[src/rtl/seq_divider_8x4_if.sv]
// rtl/seq_divider_8x4_if.sv - start/done handshake and operand/result bundle for seq_divider_8x4
interface seq_divider_8x4_if;
  logic       start;
  logic [7:0] dividend;
  logic [3:0] divisor;
  logic       busy;
  logic       done;
  logic [7:0] quotient;
  logic [3:0] remainder;
  logic       div_by_zero;

  modport master (
    output start, dividend, divisor,
    input  busy, done, quotient, remainder, div_by_zero
  );

  modport slave (
    input  start, dividend, divisor,
    output busy, done, quotient, remainder, div_by_zero
  );
endinterface

[src/rtl/seq_divider_8x4.sv]
// rtl/seq_divider_8x4.sv - 8/4 restoring divider, one quotient bit per clock
// busy/done are registered one cycle behind the state, giving a 10-cycle divide and a 2-cycle divide-by-zero.
module seq_divider_8x4 (
  input logic             clk,
  input logic             rst_n,
  seq_divider_8x4_if.slave bus
);
  localparam logic [1:0] S_IDLE   = 2'd0;
  localparam logic [1:0] S_RUN    = 2'd1;
  localparam logic [1:0] S_FINISH = 2'd2;

  logic [1:0] state;
  logic [2:0] cnt;
  logic [7:0] shreg;
  logic [3:0] rem;
  logic [3:0] dvsr;
  logic [7:0] quotient_r;
  logic [3:0] remainder_r;
  logic       dbz_r;
  logic       busy_r;
  logic       done_r;

  logic [4:0] pr;
  logic       ge;
  logic [3:0] diff;
  logic [3:0] rem_next;
  logic [7:0] shreg_next;

  // The remainder always fits in 4 bits after a step, so the low 4 bits of the difference suffice.
  always_comb begin
    pr         = {rem, shreg[7]};
    ge         = (pr >= {1'b0, dvsr});
    diff       = pr[3:0] - dvsr;
    rem_next   = ge ? diff : pr[3:0];
    shreg_next = {shreg[6:0], ge};
  end

  always_ff @(posedge clk or negedge rst_n) begin
    if (!rst_n) begin
      state       <= S_IDLE;
      cnt         <= 3'd0;
      shreg       <= 8'd0;
      rem         <= 4'd0;
      dvsr        <= 4'd0;
      quotient_r  <= 8'd0;
      remainder_r <= 4'd0;
      dbz_r       <= 1'b0;
      busy_r      <= 1'b0;
      done_r      <= 1'b0;
    end else begin
      busy_r <= (state == S_RUN);
      done_r <= (state == S_FINISH);
      case (state)
        S_IDLE: begin
          if (bus.start) begin
            if (bus.divisor != 4'd0) begin
              shreg <= bus.dividend;
              dvsr  <= bus.divisor;
              rem   <= 4'd0;
              cnt   <= 3'd0;
              state <= S_RUN;
            end else begin
              quotient_r  <= 8'hFF;
              remainder_r <= 4'hF;
              dbz_r       <= 1'b1;
              state       <= S_FINISH;
            end
          end
        end
        S_RUN: begin
          shreg <= shreg_next;
          rem   <= rem_next;
          cnt   <= cnt + 3'd1;
          if (cnt == 3'd7) begin
            quotient_r  <= shreg_next;
            remainder_r <= rem_next;
            dbz_r       <= 1'b0;
            state       <= S_FINISH;
          end
        end
        S_FINISH: state <= S_IDLE;
        default:  state <= S_IDLE;
      endcase
    end
  end

  assign bus.busy        = busy_r;
  assign bus.done        = done_r;
  assign bus.quotient    = quotient_r;
  assign bus.remainder   = remainder_r;
  assign bus.div_by_zero = dbz_r;
endmodule

[src/flat_wrapper.sv]
// flat-port wrapper written by rule: the top's interface ports become plain ports
module seq_divider_8x4_flat 
  (clk, rst_n, bus_start, bus_dividend, bus_divisor, bus_busy, bus_done, bus_quotient, bus_remainder, bus_div_by_zero);
  seq_divider_8x4_if bus_i ();
  input logic clk;
  input logic rst_n;
  input wire logic [$bits(bus_i.start)-1:0] bus_start;
  input wire logic [$bits(bus_i.dividend)-1:0] bus_dividend;
  input wire logic [$bits(bus_i.divisor)-1:0] bus_divisor;
  output wire logic [$bits(bus_i.busy)-1:0] bus_busy;
  output wire logic [$bits(bus_i.done)-1:0] bus_done;
  output wire logic [$bits(bus_i.quotient)-1:0] bus_quotient;
  output wire logic [$bits(bus_i.remainder)-1:0] bus_remainder;
  output wire logic [$bits(bus_i.div_by_zero)-1:0] bus_div_by_zero;
  assign bus_i.start = bus_start;
  assign bus_i.dividend = bus_dividend;
  assign bus_i.divisor = bus_divisor;
  assign bus_busy = bus_i.busy;
  assign bus_done = bus_i.done;
  assign bus_quotient = bus_i.quotient;
  assign bus_remainder = bus_i.remainder;
  assign bus_div_by_zero = bus_i.div_by_zero;
  seq_divider_8x4 u_core (.clk(clk), .rst_n(rst_n), .bus(bus_i));
endmodule
[config.mk]
export PLATFORM = sky130hd
export DESIGN_NAME = seq_divider_8x4_flat
export DESIGN_NICKNAME = d
export VERILOG_FILES = /design/src/rtl/seq_divider_8x4_if.sv /design/src/rtl/seq_divider_8x4.sv /design/src/flat_wrapper.sv
export SDC_FILE = /design/constraint.sdc
export NUM_CORES = 1
export LEC_CHECK = 0
export ABC_AREA = 1
export CAP_MARGIN = 0
export CORE_ASPECT_RATIO = 1.5
export CORE_MARGIN = 3
export CORE_UTILIZATION = 53
export DETAILED_ROUTE_END_ITERATION = 16
export PLACE_DENSITY = 0.87
export SYNTH_ARGS = -nofsm -noshare
export SYNTH_HDL_FRONTEND = slang
export SYNTH_SLANG_ARGS = --single-unit
[constraint.sdc]
create_clock -name clk -period 2 [get_ports clk]
set_input_delay 0.5 -clock clk [delete_from_list [all_inputs] [get_ports clk]]
set_output_delay 0.5 -clock clk [all_outputs]
set_load 0.02 [all_outputs]
==> flow_summary.toml <==
[cts]
ctsHtreeMaxLevel = 2
cts_tree = "yes"
cts_buffer_depth = 2
clkTransAtPathRegs_ns = 0.07
post-cts-setup-buffers = 0
cts-root-buf = "clkbuf_8"
cts_buffers = 5
cts.sinks = 36
post_cts_resized = 0
clkLatencyLatePin_ns = 0.28
cts_hold_buf = 0

[critical_path]
arrival_ns = 1.29
cp.depth = 1
worstReg2RegStart = "u_core.shreg[7]"
cp_num_buf_inv = 1
cp_data_required_time_ns = 1.50
r2r-end = "u_core.rem[2]"
crit_fanout = 2
cp_top_family = "buffers and inverters"
critPathLaunchType = "flop"
critical_path.slowest_cell = "clkdlybuf4s50_1"
crit_path_cell_trace = "clkdlybuf4s50_1"
cp-endpoint = "bus_quotient[4]"
rrSetupSlack_ns = 0.28
max_stage_delay_ns = 0.63
crit_type = "reg -> out"
cp-end-kind = "primary output"
r2r_cells = 10
crit_path_start = "u_core.bus.quotient[4]"

[cells_and_area]
fillers = 284
fin_cells = 296
multiInputGateArea_um2 = 788.3
diodes = 0
drive_gt1_frac = 0.1836
nNetsFinal = 277
utilization = 0.7055
regArea_um2 = 900.9
area_delta_synth_final_pct = 23.63

[die]
start_util = 0.5707
die_h_um = 78.84
chipWidth_um = 54.56
dieArea_um2 = 4301
num_rows = 25
core_area_um2 = 3284
boundaryPins = 30

[power_and_ir_drop]
p_per_area_nw_per_um2 = 1998
p_leak_nw = 1.207
ir_worst_vdd_mv = 1.300

[run]
maxCapViolCount = 0

[placement]
port_buffers = 29
dp_cells = 288
place.gp.congestion = 0.8534
place_hpwl_mm = 2.770

[global_routing]
gr-total-overflow = 0
grt_pass1_vias = 1544
grtUsageTotal = 0.2207
grt_max_degree = 37
antenna_found_initial = 0
grt_pass1_wl_mm = 6.948

[routing]
wl_per_cell_um = 12.80
first_iter_violations = 51
vias = 1508
viasPerCell = 5.095
firstDrtPassIters = 4
remaining_drc_errors = 0
routed_wirelength_mm = 3.788
ant_nets = 0

[synth]
synth_warnings = 0
synth.most_common_cell = "nand2_1"
synth_edf_count = 0
avgSynthCellArea_um2 = 8.520
yosysUniqueCellTypes = 22
yosys-top-cells-area = "dfrtp_1 (48%), nand2_1 (14%), nand3_1 (7.5%)"
synth_nets = 242
synth_top_flop_cell = "dfrtp_1"
synthArstFlopShare = 1.000
synth_top_area_share = 0.4806
synth_seq_cells = 36
syn-cell-area_um2 = 1874
yosysSeqAreaShare = 0.4806
synth_common_cells = "nand2_1 (70), dfrtp_1 (36), inv_1 (32), nand3_1 (28), o21ai_2 (13)"
synth_cells = 220
synth_top_cell_by_area = "dfrtp_1"

[sta]
rsz0062_at_grt = "no"
setup_tns_ns = 0
setup_viol = 0
slew_headroom = 0.7032
max_freq_ghz = 0.5601
fin_skew_ns = 0.003857
worst_hold_slack_ns = 0.4818
fin_crit_ns = 1.786
fin_crit_sh = 0.8928
worst_slew_pin_slew_ns = 0.4451
maxSlewViolCount = 0
hold_viol = 0

[outcome]
status = "completed"

[hold_path]
hold_path_class = "reg -> reg"
[per-stage QoR]
stage	cell area [um2]	power [W]	setup WS (ns)
floorplan	1874	0.003279	0.4546
CTS	2317	0.004653	0.1999
global placement	2191	0.003854	0.08860
detailed placement	2191	0.003933	0.03087
global route	2317	0.005087	0.1020
finish	2317	0.004631	0.2145
[routing by layer]
layer | GRT usage | vias to the layer above | share of wire
met5 | 0 | - | 0
met4 | 0.07481 | 0 | 0.017
met3 | 0.04690 | 5 | 0.030
met2 | 0.3837 | 34 | 0.56
met1 | 0.2578 | 717 | 0.39
li1 | - | 752 | -
[flip-flops by register name, summed over array words and instances, names as in the netlist]
register                flops
u_core.bus.busy             1
u_core.cnt                  3
u_core.bus.quotient         8
u_core.dvsr                 4
u_core.rem                  4
u_core.shreg                8
u_core.bus.remainder        4
u_core.bus.done             1
u_core.bus.div_by_zero      1
u_core.state                2
[power breakdown]
| part | leakage, nW | total (W) | internal (W) | switching (W) |
|---|---|---|---|---|
| Sequential | 0.426 | 0.00131 | 0.00110 | 0.000211 |
| Clock | 0.0645 | 0.000681 | 0.000439 | 0.000242 |
| Combinational | 0.717 | 0.00264 | 0.00102 | 0.00161 |
[cell families after synthesis]
kind of cell | Yosys count | share of synthesized area
adder cells (fa/ha/maj) | 7 | 0.05073
XOR/XNOR | 1 | 0.004674
flip-flops | 36 | 0.4806
AND/OR/NAND/NOR | 120 | 0.2924
buffers and inverters | 40 | 0.09880
AO/OA/AOI/OAI | 16 | 0.07276
[final cells by class]
type,instances,share of cell area
Sequential cell,36,0.3888
Multi-Input combinational cell,144,0.3402
Timing Repair Buffer,33,0.1382
Inverter,35,0.05670
Clock buffer,7,0.04158
Tap cell,40,0.02160
Clock inverter,1,0.01296
[worst min path at each step]
stage                                 from                      to  slack, ns  cells after the start
CTS                         u_core.dvsr[3]          u_core.dvsr[3]       0.49                      2
global route                u_core.dvsr[2]          u_core.dvsr[2]       0.51                      2
detailed placement  u_core.bus.quotient[4]  u_core.bus.quotient[4]       0.47                      2
global placement            u_core.dvsr[3]          u_core.dvsr[3]       0.47                      2
finish                      u_core.dvsr[3]          u_core.dvsr[3]       0.48                      2
floorplan                            rst_n         u_core.bus.busy       0.20                      0
[layout by cell type, fill, tap and decap left out]
cell type and count:
nand2_1 70, dfrtp_1 36, inv_1 32, clkdlybuf4s50_1 29
nand3_1 28, o21ai_2 13, or2_2 8, clkbuf_8 7
ha_1 6, nor2_1 4, buf_4 4, inv_2 3
nand2_2 3, nor2_2 2, nand3_2 2, a21oi_2 2
nor2_4 1, nand4_1 1, xnor2_1 1, nand2_4 1
o21ai_0 1, fa_1 1, bufinv_16 1
(Power assumes the default switching activity.)
